`src/rtl/mag_energy_trigger.sv`:
```
// mag_energy_trigger: sliding-window magnitude average with hysteresis/debounce energy trigger.
// Define MAG_TRIG_PEAK_EN to add the peak_mag output (peak average seen during a trigger).
module mag_energy_trigger #(
  parameter int DATA_WIDTH = 16,
  parameter int WIN_LOG2   = 4,
  parameter int HOLD_WIDTH = 8
) (
  input  logic                  clock,
  input  logic                  reset,
  input  logic                  enable,
  input  logic [DATA_WIDTH-1:0] mag,
  input  logic                  mag_stb,
  input  logic [DATA_WIDTH-1:0] threshold_high,
  input  logic [DATA_WIDTH-1:0] threshold_low,
  input  logic [HOLD_WIDTH-1:0] assert_count,
  input  logic [HOLD_WIDTH-1:0] release_count,
  output logic [DATA_WIDTH-1:0] avg_mag,
  output logic                  avg_stb,
  output logic                  power_trig,
  output logic                  trig_start,
  output logic                  trig_end
`ifdef MAG_TRIG_PEAK_EN
  ,
  output logic [DATA_WIDTH-1:0] peak_mag
`endif
);
  localparam int N  = 1 << WIN_LOG2;
  localparam int SW = DATA_WIDTH + WIN_LOG2;
  localparam logic [HOLD_WIDTH-1:0] cnt_one = HOLD_WIDTH'(1);
  typedef enum logic [1:0] {IDLE, ARMING, ACTIVE, RELEASING} state_t;
  logic [DATA_WIDTH-1:0] win_q [N];
  logic [WIN_LOG2-1:0]   wptr_q;
  logic [WIN_LOG2:0]     fill_q;
  logic [SW-1:0]         sum_q;
  logic                  pend_q;
  logic [DATA_WIDTH-1:0] avg_q;
  logic                  avg_stb_q;
  state_t                state_q, state_d;
  logic [HOLD_WIDTH-1:0] cnt_q, cnt_d;
  logic                  start_q, start_d, end_q, end_d, power_trig_q;
  logic                  accept, full, eval, hi, lo;
  logic [DATA_WIDTH-1:0] oldest;
  logic [HOLD_WIDTH-1:0] ac, rc, cnt_inc;
  assign accept  = enable && mag_stb;
  assign full    = fill_q[WIN_LOG2];
  assign oldest  = full ? win_q[wptr_q] : '0;
  assign eval    = enable && avg_stb_q;
  assign hi      = avg_q >= threshold_high;
  assign lo      = avg_q < threshold_low;
  assign ac      = (assert_count == '0) ? cnt_one : assert_count;
  assign rc      = (release_count == '0) ? cnt_one : release_count;
  assign cnt_inc = &cnt_q ? cnt_q : cnt_q + cnt_one;
  always_comb begin
    state_d = state_q;
    cnt_d   = cnt_q;
    start_d = 1'b0;
    end_d   = 1'b0;
    if (eval) begin
      case (state_q)
        IDLE: begin
          cnt_d   = hi ? cnt_one : '0;
          start_d = hi && ac == cnt_one;
          state_d = !hi ? IDLE : start_d ? ACTIVE : ARMING;
        end
        ARMING: begin
          cnt_d   = hi ? cnt_inc : '0;
          start_d = hi && cnt_inc >= ac;
          state_d = !hi ? IDLE : start_d ? ACTIVE : ARMING;
        end
        ACTIVE: begin
          cnt_d   = lo ? cnt_one : cnt_q;
          end_d   = lo && rc == cnt_one;
          state_d = !lo ? ACTIVE : end_d ? IDLE : RELEASING;
        end
        RELEASING: begin
          cnt_d   = lo ? cnt_inc : cnt_q;
          end_d   = lo && cnt_inc >= rc;
          state_d = !lo ? ACTIVE : end_d ? IDLE : RELEASING;
        end
      endcase
    end
  end
  // Window storage is deliberately left out of reset; the fill counter masks stale entries.
  always_ff @(posedge clock) begin
    if (accept) win_q[wptr_q] <= mag;
  end
  always_ff @(posedge clock or posedge reset) begin
    if (reset) begin
      wptr_q       <= '0;
      fill_q       <= '0;
      sum_q        <= '0;
      pend_q       <= 1'b0;
      avg_q        <= '0;
      avg_stb_q    <= 1'b0;
      state_q      <= IDLE;
      cnt_q        <= '0;
      start_q      <= 1'b0;
      end_q        <= 1'b0;
      power_trig_q <= 1'b0;
`ifdef MAG_TRIG_PEAK_EN
      peak_mag     <= '0;
`endif
    end else if (enable) begin
      if (accept) begin
        wptr_q <= wptr_q + WIN_LOG2'(1);
        fill_q <= full ? fill_q : fill_q + (WIN_LOG2 + 1)'(1);
        sum_q  <= sum_q + SW'(mag) - SW'(oldest);
      end
      pend_q       <= accept && (full || fill_q == (WIN_LOG2 + 1)'(N - 1));
      avg_stb_q    <= pend_q;
      avg_q        <= pend_q ? sum_q[SW-1:WIN_LOG2] : avg_q;
      state_q      <= state_d;
      cnt_q        <= cnt_d;
      start_q      <= start_d;
      end_q        <= end_d;
      power_trig_q <= state_d == ACTIVE || state_d == RELEASING;
`ifdef MAG_TRIG_PEAK_EN
      if (start_d) peak_mag <= avg_q;
      else if (eval && power_trig_q && avg_q > peak_mag) peak_mag <= avg_q;
`endif
    end else begin
      avg_stb_q <= 1'b0;
      start_q   <= 1'b0;
      end_q     <= 1'b0;
    end
  end
  assign avg_mag    = avg_q;
  assign avg_stb    = avg_stb_q;
  assign power_trig = power_trig_q;
  assign trig_start = start_q;
  assign trig_end   = end_q;
endmodule
```
`config.mk`:
```
export PLATFORM = sky130hd
export DESIGN_NAME = mag_energy_trigger
export DESIGN_NICKNAME = d
export VERILOG_FILES = /design/src/rtl/mag_energy_trigger.sv
export SDC_FILE = /design/constraint.sdc
export NUM_CORES = 1
export LEC_CHECK = 0
export BUFFER_PORTS_ARGS = -buffer_cell sky130_fd_sc_hd__buf_2
export CAP_MARGIN = 20
export CORE_ASPECT_RATIO = 0.75
export CORE_UTILIZATION = 23
export CTS_CLUSTER_SIZE = 20
export DETAILED_ROUTE_END_ITERATION = 7
export PLACE_DENSITY = 0.41
export SLEW_MARGIN = 20
export SYNTH_ARGS = -nofsm -noshare
export SYNTH_HDL_FRONTEND = slang
export SYNTH_SLANG_ARGS = --single-unit
```
`constraint.sdc`:
```
create_clock -name clock -period 5.45 [get_ports clock]
set_input_delay 0.545 -clock clock [delete_from_list [all_inputs] [get_ports clock]]
set_output_delay 0.545 -clock clock [all_outputs]
set_load 0.03 [all_outputs]
```
[After elaboration in Yosys (flattened, before gate mapping)]
Memories as Yosys holds them, arrays and structs flattened.
Cells that the tools add are included.
Operators by class
  add/subtract/negate cells: 5
  multipliers: 0
  divide/modulo/power cells: 0
  $lt $le $gt $ge: 4
  equal/unequal tests: 10
  shift operators: 0
  multiplexer cells: 29
  bitwise operators: 1
  reductions and logical operators: 17
Operator list (count)
  $mux W8: 6
  $pmux W8 S4: 1
  $add A20 B16 Y20: 1
  $sub A20 B16 Y20: 1
  $mux W2: 9
  $eq A8 B1 Y1 const B: 2
  $ge A16 B16 Y1: 1
  $ge A8 B8 Y1: 2
  $logic_not A8 Y1: 2
  $lt A16 B16 Y1: 1
  $mux W16: 1
  $add A8 B1 Y8 const B: 1
  $eq A2 B2 Y1 const B: 4
  $mux W1: 8
  $pmux W2 S4: 1
  $reduce_and A8 Y1: 1
  $logic_and A1 B1 Y1: 7
  $add A5 B1 Y5 const B: 1
  $eq A5 B4 Y1 const B: 1
  $mux W5: 1
  $add A4 B1 Y4 const B: 1
  $ne A2 B2 Y1 const B: 2
  $pmux W1 S2: 2
  $reduce_and A2 Y1: 2
  other kinds (6): 7
Word-level totals
  register bits: 60
  bits in latches: 0
  RAM bits: 256
  bits in read-only memories: 0
  input bits: 68
  output and inout bits: 20
  logic and storage cells: 79
  memories: 1
Memory list
  win_q: depth 16, width 16, rd ports 1, clocked after Yosys merged registers in 0, write ports 1, line 31  | logic [DATA_WIDTH-1:0] win_q [N];

[Logic depth before layout (Yosys ltp)]
  depth after elaboration: 10
  depth in mapped cells: 16
  depth with buffers taken out: 14

[Worst setup path before layout]
Ideal clock, no wire load.
  kind: register to register
  start: register wptr_q[0]
  end: register sum_q[13]
  setup time: 132 ps
  arrival time: 4335 ps
  data required time: 5318 ps
  path slack: 983 ps
  cell stages (with the launch flop): 16
  path buffers: 2
  clock period less this slack: 4467 ps
  cells stage by stage: dfrtp_1 > buf_2 > buf_2 > mux4_2 > mux4_2 > and2_1 > fa_1 > inv_1 > ha_1 > a2111oi_0 > o21ai_0 > a41oi_2 > o21ai_0 > a21o_1 > a211oi_1 > o41ai_1
On the way
  cells in the longest elaborated chain, start to end: 3
Ends and longest elaborated chain
  start, declared: line 32  | logic [WIN_LOG2-1:0] wptr_q;
  start signal, assigned: line 105  | wptr_q <= wptr_q + WIN_LOG2'(1);
  $mem_v2 Z16 W16
  $mux W16: line 46  | assign oldest = full ? win_q[wptr_q] : '0;
  $sub A20 B16 Y20: line 107  | sum_q <= sum_q + SW'(mag) - SW'(oldest);
  end signal, assigned: line 107
  end, declared: line 34  | logic [SW-1:0] sum_q;
No other way between the ends.
A chain may end at the register's enable or synchronous reset.

[Final worst setup path]
  start: register wptr_q[0]
  end: register sum_q[18]
Same word-level chain as after synthesis.

==> results.txt <==
Die ar.: 0.0663 mm^2
CTS buffer count: 34
IO Port Bufs: 87
Fmax: 200 MHz
Rows: 80
Initial Util: 0.234
Root Buffer: clkbuf_16
Placed Cells: 1939
antenna diode count: 0
min Tclk post-route: 5.00 ns
Crit Path Class: reg -> reg
Mapped Nets: 1149
Post-synth EDFFs: 256
TritonCTS clock tree: yes
largest net degree at the start of global routing: 61
Clock power frac: 0.243
total grt overflow: 0
Clock Path Buffers: 3
ys async rst share: 0.190
Critical Path End Type: flip-flop
Max IR drop VDD: 0.202 mV
Layout Skew: 0.0236 ns
worst slew pin tran: 1.04 ns
power density over the cells: 533 mW/mm^2
#FFs+latches synth: 316
RSZ-0062 raised after global routing: no
top cell type by total area after synthesis: edfxtp_1
Clock Pin Slew Worst Setup and Hold Paths: 0.06 ns
Chip Width: 297 um
# clock sinks: 316
leakage: 6.70 nW
Int Power: 0.00598 W
share of cells above drive strength 1: 0.237
Ys Warns: 0
most common cell in the netlist: edfxtp_1
HPWL Detailed: 26.0 mm
top cells by area, synth: edfxtp_1, mux4_2, dfrtp_1, ha_1, inv_1
combinational share of power: 0.415
Filler cells: 6592
Post-CTS Setup Inserts: 0
switching share of power: 0.368
Yosys cell types: 69
Syn Inst Count: 996
Synth Flop Type: edfxtp_1
most instantiated cells after synthesis: edfxtp_1, inv_1, mux4_2
via count: 8626
FF/Latch Area: 0.00919 mm^2
# DRC: 0
GRT Total Usage: 0.119
Avg Vias per Cell: 4.31
Post-Route WL: 38.6 mm
mapped cell area: 0.0150 mm^2
Iter 0 DRT Violations: 540
CP Max Fanout: 28
top-area cell type share of the netlist area: 0.512
initial antenna violation count: 1
sequential-to-total area share from yosys stat: 0.612
# H-tree levels: 2
Max Slew Vio Count: 0
endpoints failing setup: 0
Finished Layout Cells: 2000
Setup crit start kind: flip-flop
# resized after CTS: 0
Pre-antenna DRT Iters: 4
Flop pwr share: 0.342
vias in the first global route: 9099
switching power: 0.00348 W
Final #Nets: 1267
Final Hold Viols: 0
hold buffers post-CTS: 0
average wire per standard cell: 19.3 um
multi-input combinational cell area: 0.00526 mm^2
CP required: 5.84 ns
# Max-Cap Violations: 0
setup tns final: 0 ns
Worst Hold Class: in -> async
gpl congestion: 0.757
Worst Path Arrival: 5.39 ns
core area: 0.0641 mm^2
first-pass GRT wire length: 59.0 mm
chip height: 223 um
worst relative slew slack: 0.304
Tcrit/Tclk final: 0.918
I/O Pins: 88
worst-skew pair later-pin latency: 0.54 ns
status: finished clean
antenna-violating nets left: 0
Area Overhead vs Synth: 18.2%
syn avg cell area: 15.1 um^2
## worst max-delay path, stage by stage, from the launching register on
cell and delay [ns]:
dfrtp_4 0.84, buf_12 0.30, mux4_2 0.54, mux4_2 0.55, and2_1 0.20, fa_1 0.48
inv_1 0.04, ha_1 0.37, a21o_1 0.20, a2111o_1 0.38, a31oi_1 0.29, o31ai_1 0.18
a31oi_1 0.22, xor2_1 0.15, o21ai_0 0.09
## power groups by stage
| stage | clock, W | combinational [W] | sequential, W |
|---|---|---|---|
| 6_report | 0.00230 | 0.00392 | 0.00324 |
| 5_1_grt | 0.00245 | 0.00439 | 0.00330 |
| 4_1_cts | 0.00237 | 0.00398 | 0.00326 |
| 3_5_place_dp | 0 | 0.00396 | 0.00331 |
| 3_3_place_gp | 0 | 0.00397 | 0.00330 |
| 2_1_floorplan | 0 | 0.00289 | 0.00317 |
## routing by layer
| layer | up-vias | track usage | routed length, um |
|---|---|---|---|
| met5 | - | 0 | 13 |
| met4 | 2 | 0.0231 | 544 |
| met3 | 41 | 0.0233 | 1380 |
| met2 | 115 | 0.183 | 17400 |
| met1 | 4461 | 0.173 | 19300 |
| li1 | 4007 | - | - |
## metrics by stage
stage                     hold WS (ns)  setup slack [ns]   util  area, um^2  power, W
after floorplan                  0.438             0.983      -       15000   0.00606
after global placement           0.459             0.473  0.260       16600   0.00728
after detailed placement         0.463             0.420  0.260       16600   0.00727
after CTS                        0.307             0.404  0.277       17700   0.00961
after global routing             0.331            0.0814  0.277       17700    0.0101
final                            0.258             0.445  0.277       17700   0.00946
## area by class of cell
class | instances | share of cell area
Sequential cell | 316 | 0.518
Clock inverter | 14 | 0.00966
Clock buffer | 47 | 0.0524
Inverter | 115 | 0.0243
Timing Repair Buffer | 113 | 0.0384
Multi-Input combinational cell | 534 | 0.297
Tap cell | 861 | 0.0607
## path summary, 6_finish.rpt
check / from / endpoint / slack, ns / depth (start not counted)
worst min-delay path: reset / power_trig$_DFFE_PP0P_ / 0.26 / 3
max in group asynchronous: reset / wptr_q[0]$_DFFE_PP0P_ / 4.50 / 3
worst min register to register: sum_q[13]$_DFFE_PP0P_ / sum_q[13]$_DFFE_PP0P_ / 0.47 / 2
min in group clock: mag_stb / pend_q$_DFFE_PP0P_ / 0.34 / 3
worst max-delay path: wptr_q[0]$_DFFE_PP0P_ / sum_q[18]$_DFFE_PP0P_ / 0.45 / 14
worst max register to register: wptr_q[0]$_DFFE_PP0P_ / sum_q[18]$_DFFE_PP0P_ / 0.45 / 14
## flip-flops by register name, indices dropped and copies added, names as in the netlist
register    cells
avg_mag        16
pend_q          1
trig_end        1
cnt_q           8
fill_q          5
power_trig      1
sum_q          20
win_q         256
state_q         2
trig_start      1
avg_stb         1
wptr_q          4
## cells by family (layout without fill, tap and decap cells)
group	after synthesis	count (layout)	share of synthesized area
fa+ha+maj	86	86	0.0796
simple gates	175	175	0.0608
mux	85	85	0.124
buf+inv	146	289	0.0375
compound gates	163	163	0.0717
xor+xnor	25	25	0.0146
flops	316	316	0.612
## layout by cell type, fill, tap and decap left out, types with 5 or more instances in the layout
cell type  Yosys  layout
nand2_1       67      67
ha_1          69      69
buf_2          6      87
buf_4          2      22
and3_1        12      12
a21oi_1       27      27
xor2_1        12      12
clkbuf_1      20      10
mux4_2        80      80
nand4_1        7       7
inv_1        115     114
a21o_1        12      12
xnor2_1       13      13
dfrtp_1       60      58
nand3_1       13      13
a21boi_0       5       5
o21ai_0       57      57
fa_1          16      16
clkbuf_16      0      34
nor2_1        10      10
a31oi_1        8       8
edfxtp_1     256     256
and2_1        29      27
nor3_1         7       7
a211oi_1       7       7
nand2b_1       9       9
mux2_2         5       5
(Power assumes the default switching activity.)
